===== src/rtl/sr_pkg.sv =====
// Shared types and default constants for the SR latch driver.
// Imported by the debounce sub-module and the top.
package sr_pkg;

  typedef enum logic [2:0] {
    ST_INIT,
    ST_IDLE,
    ST_SET_P,
    ST_RST_P,
    ST_GAP
  } state_t;

  localparam int DEF_DEBOUNCE_CYCLES = 16;
  localparam int DEF_PULSE_CYCLES    = 2;
  localparam int DEF_GAP_CYCLES      = 2;
  localparam int DEF_CNT_W           = 8;

endpackage


===== src/rtl/btn_debounce.sv =====
// Two-flop synchronizer plus counter debounce for one push button.
// o_rise is high for the single cycle after the debounced level goes 0->1.
module btn_debounce
  import sr_pkg::*;
#(
  parameter int DEBOUNCE_CYCLES = DEF_DEBOUNCE_CYCLES,
  parameter int CNT_W           = DEF_CNT_W
) (
  input  logic clk,
  input  logic rst_n,
  input  logic i_btn,
  output logic o_rise
);

  localparam logic [CNT_W-1:0] L_LAST = CNT_W'(DEBOUNCE_CYCLES - 1);

  logic             r_sync1;
  logic             r_sync2;
  logic             r_db;
  logic             r_db_q;
  logic [CNT_W-1:0] r_cnt;

  always_ff @(posedge clk or negedge rst_n) begin
    if (!rst_n) begin
      r_sync1 <= 1'b0;
      r_sync2 <= 1'b0;
      r_db    <= 1'b0;
      r_db_q  <= 1'b0;
      r_cnt   <= '0;
    end else begin
      r_sync1 <= i_btn;
      r_sync2 <= r_sync1;
      r_db_q  <= r_db;
      if (r_sync2 == r_db) begin
        r_cnt <= '0;
      end else if (r_cnt == L_LAST) begin
        r_db  <= ~r_db;
        r_cnt <= '0;
      end else begin
        r_cnt <= r_cnt + 1'b1;
      end
    end
  end

  assign o_rise = r_db & ~r_db_q;

endmodule


===== src/rtl/sr_drive_ctrl.sv =====
// Drives a NOR SR latch with clean, exclusive S/R pulses from two buttons
// and verifies the latch Q after each pulse.
module sr_drive_ctrl
  import sr_pkg::*;
#(
  parameter int DEBOUNCE_CYCLES = DEF_DEBOUNCE_CYCLES,
  parameter int PULSE_CYCLES    = DEF_PULSE_CYCLES,
  parameter int GAP_CYCLES      = DEF_GAP_CYCLES,
  parameter int CNT_W           = DEF_CNT_W
) (
  input  logic clk,
  input  logic rst_n,
  input  logic set_btn,
  input  logic reset_btn,
  input  logic q_fb,
  output logic S,
  output logic R,
  output logic busy,
  output logic conflict,
  output logic dropped,
  output logic err
);

  // INIT also counts the cycle spent in reset, hence one extra count.
  localparam logic [CNT_W-1:0] L_INIT_LAST  = CNT_W'(PULSE_CYCLES);
  localparam logic [CNT_W-1:0] L_PULSE_LAST = CNT_W'(PULSE_CYCLES - 1);
  localparam logic [CNT_W-1:0] L_GAP_LAST   = CNT_W'(GAP_CYCLES - 1);

  logic             w_set_rise;
  logic             w_rst_rise;
  logic             w_any_rise;
  logic             w_both_rise;
  state_t           w_nxt;
  logic [CNT_W-1:0] w_cnt_nxt;
  logic             w_exp_nxt;
  logic             w_chk;

  state_t           r_state;
  logic [CNT_W-1:0] r_cnt;
  logic             r_exp;
  logic             r_s;
  logic             r_r;
  logic             r_busy;
  logic             r_conflict;
  logic             r_dropped;
  logic             r_err;

  btn_debounce #(
    .DEBOUNCE_CYCLES (DEBOUNCE_CYCLES),
    .CNT_W           (CNT_W)
  ) u_db_set (
    .clk    (clk),
    .rst_n  (rst_n),
    .i_btn  (set_btn),
    .o_rise (w_set_rise)
  );

  btn_debounce #(
    .DEBOUNCE_CYCLES (DEBOUNCE_CYCLES),
    .CNT_W           (CNT_W)
  ) u_db_rst (
    .clk    (clk),
    .rst_n  (rst_n),
    .i_btn  (reset_btn),
    .o_rise (w_rst_rise)
  );

  assign w_any_rise  = w_set_rise | w_rst_rise;
  assign w_both_rise = w_set_rise & w_rst_rise;

  always_comb begin
    w_nxt     = r_state;
    w_cnt_nxt = r_cnt + 1'b1;
    w_exp_nxt = r_exp;
    w_chk     = 1'b0;
    unique case (r_state)
      ST_INIT: begin
        if (r_cnt == L_INIT_LAST) begin
          w_nxt     = ST_GAP;
          w_cnt_nxt = '0;
          w_exp_nxt = 1'b0;
        end
      end
      ST_IDLE: begin
        w_cnt_nxt = '0;
        if (w_set_rise && !w_rst_rise) begin
          w_nxt = ST_SET_P;
        end else if (w_rst_rise && !w_set_rise) begin
          w_nxt = ST_RST_P;
        end
      end
      ST_SET_P: begin
        if (r_cnt == L_PULSE_LAST) begin
          w_nxt     = ST_GAP;
          w_cnt_nxt = '0;
          w_exp_nxt = 1'b1;
        end
      end
      ST_RST_P: begin
        if (r_cnt == L_PULSE_LAST) begin
          w_nxt     = ST_GAP;
          w_cnt_nxt = '0;
          w_exp_nxt = 1'b0;
        end
      end
      ST_GAP: begin
        if (r_cnt == L_GAP_LAST) begin
          w_nxt     = ST_IDLE;
          w_cnt_nxt = '0;
          w_chk     = 1'b1;
        end
      end
      default: begin
        w_nxt     = ST_INIT;
        w_cnt_nxt = '0;
      end
    endcase
  end

  always_ff @(posedge clk or negedge rst_n) begin
    if (!rst_n) begin
      r_state    <= ST_INIT;
      r_cnt      <= '0;
      r_exp      <= 1'b0;
      r_s        <= 1'b0;
      r_r        <= 1'b0;
      r_busy     <= 1'b0;
      r_conflict <= 1'b0;
      r_dropped  <= 1'b0;
      r_err      <= 1'b0;
    end else begin
      r_state    <= w_nxt;
      r_cnt      <= w_cnt_nxt;
      r_exp      <= w_exp_nxt;
      // Outputs decode the next state so they line up with r_state.
      r_s        <= (w_nxt == ST_SET_P);
      r_r        <= (w_nxt == ST_INIT) || (w_nxt == ST_RST_P);
      r_busy     <= (w_nxt != ST_IDLE);
      r_conflict <= (r_state == ST_IDLE) && w_both_rise;
      r_dropped  <= (r_state != ST_IDLE) && w_any_rise;
      if (w_chk && (q_fb != r_exp)) begin
        r_err <= 1'b1;
      end
    end
  end

  assign S        = r_s;
  assign R        = r_r;
  assign busy     = r_busy;
  assign conflict = r_conflict;
  assign dropped  = r_dropped;
  assign err      = r_err;

endmodule

===== config.mk =====
export PLATFORM = sky130hd
export DESIGN_NAME = sr_drive_ctrl
export DESIGN_NICKNAME = d
export VERILOG_FILES = /design/src/rtl/sr_pkg.sv /design/src/rtl/btn_debounce.sv /design/src/rtl/sr_drive_ctrl.sv
export SDC_FILE = /design/constraint.sdc
export NUM_CORES = 1
export LEC_CHECK = 0
export CAP_MARGIN = 20
export CELL_PAD_IN_SITES_DETAIL_PLACEMENT = 0
export CELL_PAD_IN_SITES_GLOBAL_PLACEMENT = 1
export CORE_MARGIN = 2
export CORE_UTILIZATION = 42
export DETAILED_ROUTE_END_ITERATION = 12
export PLACE_DENSITY_LB_ADDON = 0.1
export SETUP_SLACK_MARGIN = 0.2
export SKIP_CTS_REPAIR_TIMING = 1
export SLEW_MARGIN = 10
export SYNTH_ARGS = -nofsm -noshare
export SYNTH_HDL_FRONTEND = slang
export SYNTH_SLANG_ARGS = --single-unit

===== constraint.sdc =====
create_clock -name clk -period 1.56 [get_ports clk]
set_input_delay 0.156 -clock clk [delete_from_list [all_inputs] [get_ports clk]]
set_output_delay 0.156 -clock clk [all_outputs]
set_load 0.01 [all_outputs]

==> results.py <==
metrics = {
    "worst_setup_path": {
        "r2r_slack_ps": -90,
        "timing.rr.start": "r_cnt[6]$_DFF_PN0_",
        "worst_setup_path_start_kind": "register",
        "cp_data_required_time_ps": 1730,
        "path_class": "register to register",
        "arrival_ps": 1830,
        "critical-path-max-stage-delay_ps": 410,
        "endpoint_kind": "register",
        "worstPathMaxFanout": 8,
        "rr_worst_depth": 5,
        "rr_endpoint": "r_cnt[4]$_DFF_PN0_",
        "crit_path_top_delay_cell": "dfrtp_1",
        "critPathLaunch": "r_cnt[6]$_DFF_PN0_",
        "crit_chain": "nor4_4 > nor4b_4 > a21oi_2 > o211ai_4 > nor2_1",
    },
    "clocking": {
        "clk_latency_ps": 300,
        "cts_tree": "done",
        "cts_max_level": 2,
        "cts_buffer_depth": 2,
        "root_buffer": "clkbuf_8",
        "cts_buffers": 5,
        "clk_pin_slew_ps": 80,
        "cts_num_sinks": 42,
    },
    "drt": {
        "drt_iter0_markers": 77,
        "wl_met1_um": 1429,
        "vias": 1241,
        "drt-total-wl_um": 3391,
        "top_layer_used": "met4",
        "drc": 0,
        "viasPerCell": 4.984,
        "antenna_left": 0,
        "met3_wirelength_um": 119,
        "wl_met2_um": 1757,
        "wire_per_inst_um": 13.62,
        "drtPass1Iterations": 4,
    },
    "synth": {
        "async_reset_ff_frac": 1.000,
        "synth-edff-count": 0,
        "synthCells": 161,
        "yosys-top-cells-area": "dfrtp_1 (56%), xor2_1 (7.5%), nor2_1 (4.8%)",
        "synth_nets": 171,
        "yosys.area_share.simple": 0.2080,
        "synth_ff_type": "dfrtp_1",
        "yosys_warnings": 0,
        "synth_compound_area_frac": 0.06355,
        "yosys_register_bits": 42,
        "yosys-top-cells-count": "dfrtp_1 (42), nor2_1 (24), xor2_1 (16)",
        "synth.area.mux_share": 0.01204,
        "synth-adder-area-share": 0.03344,
        "yosysTopAreaCell": "dfrtp_1",
        "synth.distinct_cells": 30,
        "avgSynthCellArea_sq_um": 11.62,
        "netlist_area_sq_um": 1871,
        "synth_top_family_by_area": "simple AND/OR/NAND/NOR gates",
        "yosysSeqAreaShare": 0.5619,
        "synth_xor_area_frac": 0.1124,
        "synth.most_common_cell": "dfrtp_1",
        "synth_top_area_share": 0.5619,
    },
    "status": {
        "status": "finished, violations left",
        "violations": "setup timing",
    },
    "timing": {
        "hold_violations": 0,
        "max_freq_mhz": 604.8,
        "rsz0062_at_grt": "true",
        "worst_pin_slew_ps": 521.2,
        "period_share": 1.060,
        "finalSetupViolations": 9,
        "slew_headroom": 0.6525,
        "maxSlewViolCount": 0,
        "setup_ws_ps": -93.52,
        "min_period_ps": 1654,
        "fin_worst_skew_ps": 4.632,
    },
    "min_path": {
        "worstHoldStart": "reset_btn",
        "hold_end": "u_db_rst.r_sync1$_DFF_PN0_",
        "hold_class": "primary input to register",
        "min_path_cells": 1,
    },
    "floorplanning": {
        "rows": 24,
        "dieArea_sq_um": 5003,
        "dieHeight_um": 70.74,
        "ios": 11,
        "fp.dieW_um": 70.74,
        "core-area_sq_um": 4324,
        "initial_utilization": 0.4326,
    },
    "cells_and_area": {
        "drive_above_1_share": 0.2792,
        "fin_nets": 206,
        "diodes": 0,
        "fillers": 383,
        "synthToLayoutAreaGrowth_pct": 26.35,
        "finish.instance_area_sq_um": 2364,
    },
    "power_and_ir_drop": {
        "p_total_mw": 2.042,
        "p_int_mw": 1.561,
        "p_seq_frac": 0.560,
        "ir_worst_vdd_v": 0.0005523,
        "power_switching_mw": 0.4818,
        "power_density_nw_per_um2": 864.1,
        "combPwrFrac": 0.084,
        "clockPowerShare": 0.355,
        "swShare": 0.2359,
        "p_leak_nw": 1.106,
    },
    "grt": {
        "first_global_vias": 1212,
        "antenna_found_initial": 0,
        "overflow": 0,
        "grt_util_all_layers": 0.1416,
        "grt_max_degree": 43,
        "grt_pass1_wl_um": 5485,
    },
    "run": {
        "cap_violations": 0,
    },
    "placement": {
        "place.gp.congestion": 0.8042,
        "hpwlAfterDp_um": 2160,
        "numPortBuffers": 10,
        "dpl_cell_area_sq_um": 2152,
    },
}
-- kinds of logic after synthesis --
logic type	after synthesis
xor+xnor	24
fa+ha+maj	5
flops	42
buf+inv	4
compound gates	12
mux	2
simple gates	72
-- state kept, by name, summed over array words and instances (netlist names), 3 cells and up --
register / flops
r_cnt: 8
u_db_rst.r_cnt: 8
u_db_set.r_cnt: 8
r_state: 3
-- cell usage in the layout, fill, tap and decap left out, types with 2 or more instances in the layout --
| cell type | Yosys | routed |
|---|---|---|
| nor2_1 | 24 | 23 |
| mux2_2 | 2 | 2 |
| clkdlybuf4s50_1 | 0 | 8 |
| or2_4 | 0 | 2 |
| dfrtp_1 | 42 | 42 |
| and2_1 | 3 | 2 |
| xnor2_1 | 8 | 8 |
| nand2_1 | 10 | 6 |
| nor3b_2 | 1 | 2 |
| nand2b_1 | 4 | 4 |
| a21oi_1 | 4 | 3 |
| buf_4 | 0 | 18 |
| nand3_1 | 13 | 11 |
| inv_1 | 3 | 3 |
| clkbuf_8 | 0 | 6 |
| and3_4 | 0 | 3 |
| nor4_4 | 1 | 2 |
| nand2_2 | 0 | 3 |
| ha_2 | 0 | 3 |
| nand3_2 | 0 | 2 |
| ha_1 | 5 | 2 |
| xor2_1 | 16 | 16 |
| and3_1 | 6 | 3 |
-- layer usage --
metal	vias up	track usage
met5	-	0
met4	0	0.06918
met3	9	0.05271
met2	11	0.2285
met1	606	0.1673
li1	615	-
-- critical path, delay by kind of cell, from the launching register on --
family | cells | cell delay, ps
flip-flops | 1 | 410
AND/OR/NAND/NOR | 3 | 680
AO/OA/AOI/OAI | 2 | 450
-- final cells by class --
cell class	instances	area [sq um]	share of cell area
Multi-Input combinational cell	115	902.1	0.3817
Sequential cell	42	1051	0.4447
Clock buffer	7	86.33	0.03653
Clock inverter	1	5.005	0.002118
Timing Repair Buffer	29	242.7	0.1027
Tap cell	52	65.06	0.02753
Inverter	3	11.26	0.004764
-- stage by stage --
stage	TNS [ps]	utilization	setup slack [ps]	std cells	hold slack, ps
after CTS	-600.4	0.5188	-79.00	245	-69.77
after global routing	-2125	0.5466	-234.7	249	291.1
after global placement	-201.3	0.4977	-30.31	237	250.4
final	-715.2	0.5466	-93.52	249	297.3
after floorplan	0	-	6.852	161	-139.6
after detailed placement	-431.8	0.4977	-60.25	237	257.9
-- power groups by stage --
stage	combinational [mW]	sequential [mW]	clock, mW
global route	0.194	1.15	0.784
CTS	0.160	1.14	0.739
detailed placement	0.159	1.16	0
global placement	0.157	1.16	0
finish	0.172	1.14	0.725
floorplan	0.0762	1.16	0
-- how the worst max path moves through the flow --
| stage | to | slack, ps | depth (start not counted) |
|---|---|---|---|
| after CTS | r_cnt[2]$_DFF_PN0_ | -80 | 5 |
| after floorplan | R$_DFF_PN0_ | 7 | 5 |
| final | r_cnt[4]$_DFF_PN0_ | -90 | 5 |
| after global routing | r_cnt[2]$_DFF_PN0_ | -230 | 5 |
| after detailed placement | r_cnt[2]$_DFF_PN0_ | -60 | 5 |
| after global placement | r_cnt[4]$_DFF_PN0_ | -30 | 5 |
(Power assumes the default switching activity.)
